### src/rtl/fetch_unit.sv
// Instruction fetch unit: issues one imem read at a time, holds the returned word
// for decode, and advances the PC (sequential, jump/branch target, or halt).
//
//   state | meaning
//   ------+------------------------------------------------------------
//   REQ   | request outstanding on imem_req_*, address = pc
//   WAIT  | request accepted, waiting for imem_resp_valid
//   HOLD  | instruction held on instr/instr_pc until instr_ready
//   HALT  | halt instruction consumed; fetch stopped until rst
module fetch_unit #(
  parameter logic [31:0] RESET_PC = 32'h0000_0000
) (
  input  logic        clk,
  input  logic        rst,

  output logic        imem_req_valid,
  input  logic        imem_req_ready,
  output logic [31:0] imem_req_addr,
  input  logic        imem_resp_valid,
  input  logic [31:0] imem_resp_data,

  output logic        instr_valid,
  input  logic        instr_ready,
  output logic [31:0] instr,
  output logic [31:0] instr_pc,
  output logic [31:0] instr_pc_plus4,

  input  logic        pc_src,
  input  logic [31:0] pc_target,
  input  logic        halted,
  output logic        fetch_halted,
  output logic [31:0] fetch_count
);

  localparam logic [31:0] RESET_PC_ALIGNED = RESET_PC & ~32'h3;

  typedef enum logic [1:0] {
    S_REQ  = 2'd0,
    S_WAIT = 2'd1,
    S_HOLD = 2'd2,
    S_HALT = 2'd3
  } state_t;

  state_t      state, state_nxt;
  logic [31:0] pc;
  logic [31:0] pc_nxt;
  logic        capture;
  logic        accept;
  logic        req_valid_c;
  logic        instr_valid_c;
  logic        halted_c;

  always_ff @(posedge clk) begin
    if (rst) begin
      state       <= S_REQ;
      pc          <= RESET_PC_ALIGNED;
      instr       <= 32'h0;
      instr_pc    <= 32'h0;
      fetch_count <= 32'h0;
    end else begin
      state <= state_nxt;
      if (capture) begin
        instr    <= imem_resp_data;
        instr_pc <= pc;
      end
      if (accept) begin
        pc          <= pc_nxt;
        fetch_count <= fetch_count + 32'd1;
      end
    end
  end

  // Control inputs are only meaningful in the accept cycle; elsewhere pc_nxt is unused.
  assign pc_nxt = pc_src ? (pc_target & ~32'h3) : (pc + 32'd4);

  always_comb begin
    state_nxt     = state;
    capture       = 1'b0;
    accept        = 1'b0;
    req_valid_c   = 1'b0;
    instr_valid_c = 1'b0;
    halted_c      = 1'b0;
    case (state)
      S_REQ: begin
        req_valid_c = 1'b1;
        if (imem_req_ready) state_nxt = S_WAIT;
      end
      S_WAIT: begin
        if (imem_resp_valid) begin
          capture   = 1'b1;
          state_nxt = S_HOLD;
        end
      end
      S_HOLD: begin
        instr_valid_c = 1'b1;
        if (instr_ready) begin
          accept    = 1'b1;
          state_nxt = halted ? S_HALT : S_REQ;
        end
      end
      S_HALT: begin
        halted_c = 1'b1;
      end
      default: state_nxt = S_REQ;
    endcase
  end

  // Handshake outputs are forced low while rst is asserted, whatever state is held.
  assign imem_req_valid = req_valid_c & ~rst;
  assign instr_valid    = instr_valid_c & ~rst;
  assign fetch_halted   = halted_c & ~rst;
  assign imem_req_addr  = pc;
  assign instr_pc_plus4 = instr_pc + 32'd4;

endmodule

### config.mk
export PLATFORM = sky130hd
export DESIGN_NAME = fetch_unit
export DESIGN_NICKNAME = d
export VERILOG_FILES = /design/src/rtl/fetch_unit.sv
export SDC_FILE = /design/constraint.sdc
export NUM_CORES = 1
export LEC_CHECK = 0
export CAP_MARGIN = 25
export CORE_UTILIZATION = 45
export CTS_CLUSTER_DIAMETER = 40
export DETAILED_ROUTE_END_ITERATION = 16
export HOLD_SLACK_MARGIN = 0.08
export PLACE_DENSITY = 0.86
export REMOVE_ABC_BUFFERS = 1
export SLEW_MARGIN = 20
export SYNTH_ARGS = -nofsm -noshare
export SYNTH_HDL_FRONTEND = slang
export SYNTH_SLANG_ARGS = --single-unit
### constraint.sdc
create_clock -name clk -period 3.5 [get_ports clk]
set_clock_uncertainty 0.15 [all_clocks]
set_input_delay 1.05 -clock clk [delete_from_list [all_inputs] [get_ports clk]]
set_output_delay 1.05 -clock clk [all_outputs]
set_load 0.01 [all_outputs]
After elaboration in Yosys (flattened, before gate mapping):

Index checks and enable logic that the tools add are counted.

* output and inout port bits: 163
* bits in latches: 0
* bits in writable memories: 0
* bits in read-only memories: 0
* memories: 0
* word-level logic and storage cells: 34
* register bits after elaboration: 130

* shift-type cells: 0
* add/sub/neg operators: 3
* div/mod/pow operators: 0
* mux-type cells: 13
* equal/unequal tests: 6
* multiply operators: 0
* bitwise gates (word level): 4
* $lt $le $gt $ge: 0
* reductions and logical operators: 3

Operator list (count)
* $add A32 B3 Y32 const B: 2
* $add A32 B1 Y32 const B: 1
* $mux W32: 1
* $mux W2: 4
* $mux W1: 7
* $ne A2 B2 Y1 const B: 3
* $pmux W2 S3: 1
* $eq A2 B2 Y1 const B: 2
* $reduce_and A4 Y1: 1
* $and A1 B1 Y1: 3
* $reduce_bool A3 Y1: 1
* $eq A2 B1 Y1 const B: 1
* $logic_not A2 Y1: 1
* $not A1 Y1: 1

Logic depth before layout (Yosys ltp):

* depth after elaboration: 3
* depth in mapped cells: 9

Worst setup path after synthesis:

Ideal clock, no wire load.

* kind: reg-to-output
* from: reg instr_pc[11]
* to: out instr_pc_plus4[31]
* path buffers: 1
* arrival: 1.955 ns
* slack: 0.345 ns
* stages on the path, launching flop included: 7
* data required time: 2.300 ns
* cells stage by stage: dfxtp_1 nand4_1 nor3_1 and2_0 clkbuf_1 or3b_1 xnor2_1

* cells in the longest elaborated chain, start to end: 1

Ends and longest elaborated chain
* start: declaration: line 25 `output logic [31:0] instr_pc,`
* start signal: assignment: line 64 `instr_pc <= pc;`
* $add A32 B3 Y32: line 113 `assign instr_pc_plus4 = instr_pc + 32'd4;`
* end: declaration: line 26 `output logic [31:0] instr_pc_plus4,`

Every way passes these cells.

Worst setup path in the final report:

* from: reg instr_pc[7]
* to: out instr_pc_plus4[29]

Same word-level chain as after synthesis.

==> impl_metrics.toml <==
[grt]
track_usage_pct = 28.4
grt_pass1_wl_mm = 32.4
grt_overflow = 0
grt_max_degree = 85
antenna_found_initial = 0
grt_pass1_vias = 6346

[critical_path]
cp_max_fo = 6
crit_type = "reg2out"
startpoint_type = "flop"
end_kind = "output port"
arrival_ps = 2250
worstPathRequired_ps = 2300

[placement]
dp_cells = 1197
gp_congestion = 0.849
hpwl_mm = 14.2
port_buffers = 225

[clock_network]
path_clk_slew_ps = 50
cts_tree = "yes"
cts_max_level = 4
cts_buffers = 17
cts_sinks = 126
cts_root_buf = "clkbuf_16"
clk_path_buf_depth = 2
insertion_delay_ps = 420

[logic_synthesis]
synth_mux_area_share_pct = 1.12
synth_common_cells = "167 x nand2_1, 126 x dfxtp_1, 92 x a21oi_1, 64 x nor2_1, 47 x clkbuf_1"
synth.most_common_cell = "nand2_1"
synth_top_area_cell = "dfxtp_1"
synth-compound-area-share_pct = 14.6
synth.yosys.seq_area_share_pct = 40.3
netlist.area_leader.share_pct = 40.3
synthXorXnorAreaFrac_pct = 7.55
avgSynthCellArea_um2 = 7.67
synth_fa_ha_area_share_pct = 1.40
synth_ff_type = "dfxtp_1"
ys_ff_latch = 126
synth_top_family_by_area = "simple AND/OR/NAND/NOR gates"
ys_top_cells_by_area = "dfxtp_1 40%, nand2_1 10%, a21oi_1 7.4%"
yosys_warnings = 0
yosysUniqueCellTypes = 60
postSynth.asyncResetShare_pct = 0
synth-edff-count = 0
yosys.area_share.simple_pct = 30.0
syn-cell-area_um2 = 6260
synthCells = 816

[pwr]
total_power_mw = 3.99
power_density_nw_per_um2 = 425
power_leakage_nw = 3.38
ir_worst_vdd_mv = 0.399

[hold_path]
holdCritPathClass = "reg2reg"

[sta]
max_slew_margin_pct = 39.5
worst_pin_slew_ps = 907
final-setup-viol-count = 0
finalHoldViolCount = 0
finalCritPeriodShare_pct = 98.5
holdWs_ps = 302
max_freq_mhz = 290
setup_tns_ps = 0
rsz0062_at_grt = "yes"
min_period_ps = 3450
slew_violations = 0

[detailed_routing]
antenna_left = 0
drt_iter0_drc = 714
drt-pass1-iter-count = 5
drt-total-wl_mm = 20.7
viasPerCell = 5.60
drc = 0
via_count = 6885
routedWlPerCell_um = 16.8

[floorplanning]
dieHeight_um = 120
io_pins = 234
fp.dieArea_um2 = 14400
fp.dieW_um = 120
initial_core_util_pct = 46.7
fp-row-count = 42
core-area_um2 = 13400

[layout]
layout-drive-gt1-share_pct = 7.79
final_cells = 1229
nNetsFinal = 1118
area_growth_syn_to_layout_pct = 49.9
n_antenna_cell = 0

[status]
status = "finished, final reports clean"

[job]
maxCapViolCount = 0
-- power breakdown --
part,leakage [nW],internal (mW),switching [mW]
registers,1.02,1.50,0.0526
clock network,0.298,1.19,0.619
logic,2.07,0.292,0.329
-- critical path, stage by stage (launching register included) --
cell           delay [ps]
dfxtp_1               320
and4_1                250
and4_4                270
and2_1                180
buf_4                 170
and4_1                220
xor2_1                140
dlygate4sd2_1         280
-- cell families after synthesis --
logic type               after synthesis
AND/OR/NAND/NOR                      389
XOR/XNOR                              54
flip-flops                           126
other                                  1
buffers and inverters                 74
multiplexers                           7
AO/OA/AOI/OAI                        158
adder cells (fa/ha/maj)                7
-- layer usage --
metal	track usage, %	wire, um	vias to the layer above	share of wire, %
li1	-	-	3273	-
met1	34.3	8440	3263	41
met2	48.6	10100	319	49
met3	7.79	1710	30	8.3
met4	8.67	381	0	1.8
met5	0	0	-	0
-- state kept, by name, summed over array words and instances, names as in the netlist --
register and cells:
fetch_count 32, imem_req_addr 30, instr 32, instr_pc 30
state 2
-- path summary, 6_finish.rpt --
path	startpoint	endpoint	slack, ps	cells after the start
worst max-delay path	instr_pc[7]	instr_pc_plus4[29]	50	7
worst max register to register	state[0]	fetch_count[30]	920	7
worst min-delay path	instr[8]	instr[8]	300	2
worst min register to register	instr[8]	instr[8]	300	2
-- cell usage in the layout, fill, tap and decap left out, drive strengths merged, types with 5 or more instances in the layout --
master	n
nor2	64
and3	26
ha	7
o211ai	5
or4	5
xor2	17
o21ai	19
a21oi	92
and4	15
or3	8
buf	35
mux2i	7
nor3	13
clkdlybuf4s50	206
dfxtp	126
clkbuf	27
o22ai	6
nand4	27
inv	16
dlygate4sd2	14
nand3	33
conb	6
nand2	167
nor4	12
xnor2	37
a22oi	6
-- cell type report --
| class | instances | area [um2] |
|---|---|---|
| Fill cell | 1064 | 4010 |
| Multi-Input combinational cell | 621 | 3470 |
| Sequential cell | 126 | 2520 |
| Timing Repair Buffer | 258 | 2510 |
| Clock buffer | 26 | 499 |
| Tap cell | 176 | 220 |
| Clock inverter | 6 | 105 |
| Inverter | 16 | 60.1 |
-- repair_timing --
| action | in CTS | in global routing |
|---|---|---|
| endpoints found under the hold margin | 0 | 0 |
| endpoints found under the setup margin | 21 | 4 |
| setup buffers | 0 | 0 |
| resized for setup | 23 | 6 |
| hold buffers | 0 | 0 |
-- metrics by stage --
stage | util, % | area (um2) | setup WS (ps)
6_report | 70.1 | 9390 | 52.7
5_1_grt | 70.1 | 9390 | -24.4
3_3_place_gp | 65.6 | 8780 | 136
3_5_place_dp | 65.6 | 8780 | 114
4_1_cts | 70.0 | 9380 | 1.12
2_1_floorplan | - | 6030 | 391
No activity file was read; power rests on OpenSTA's default activity.
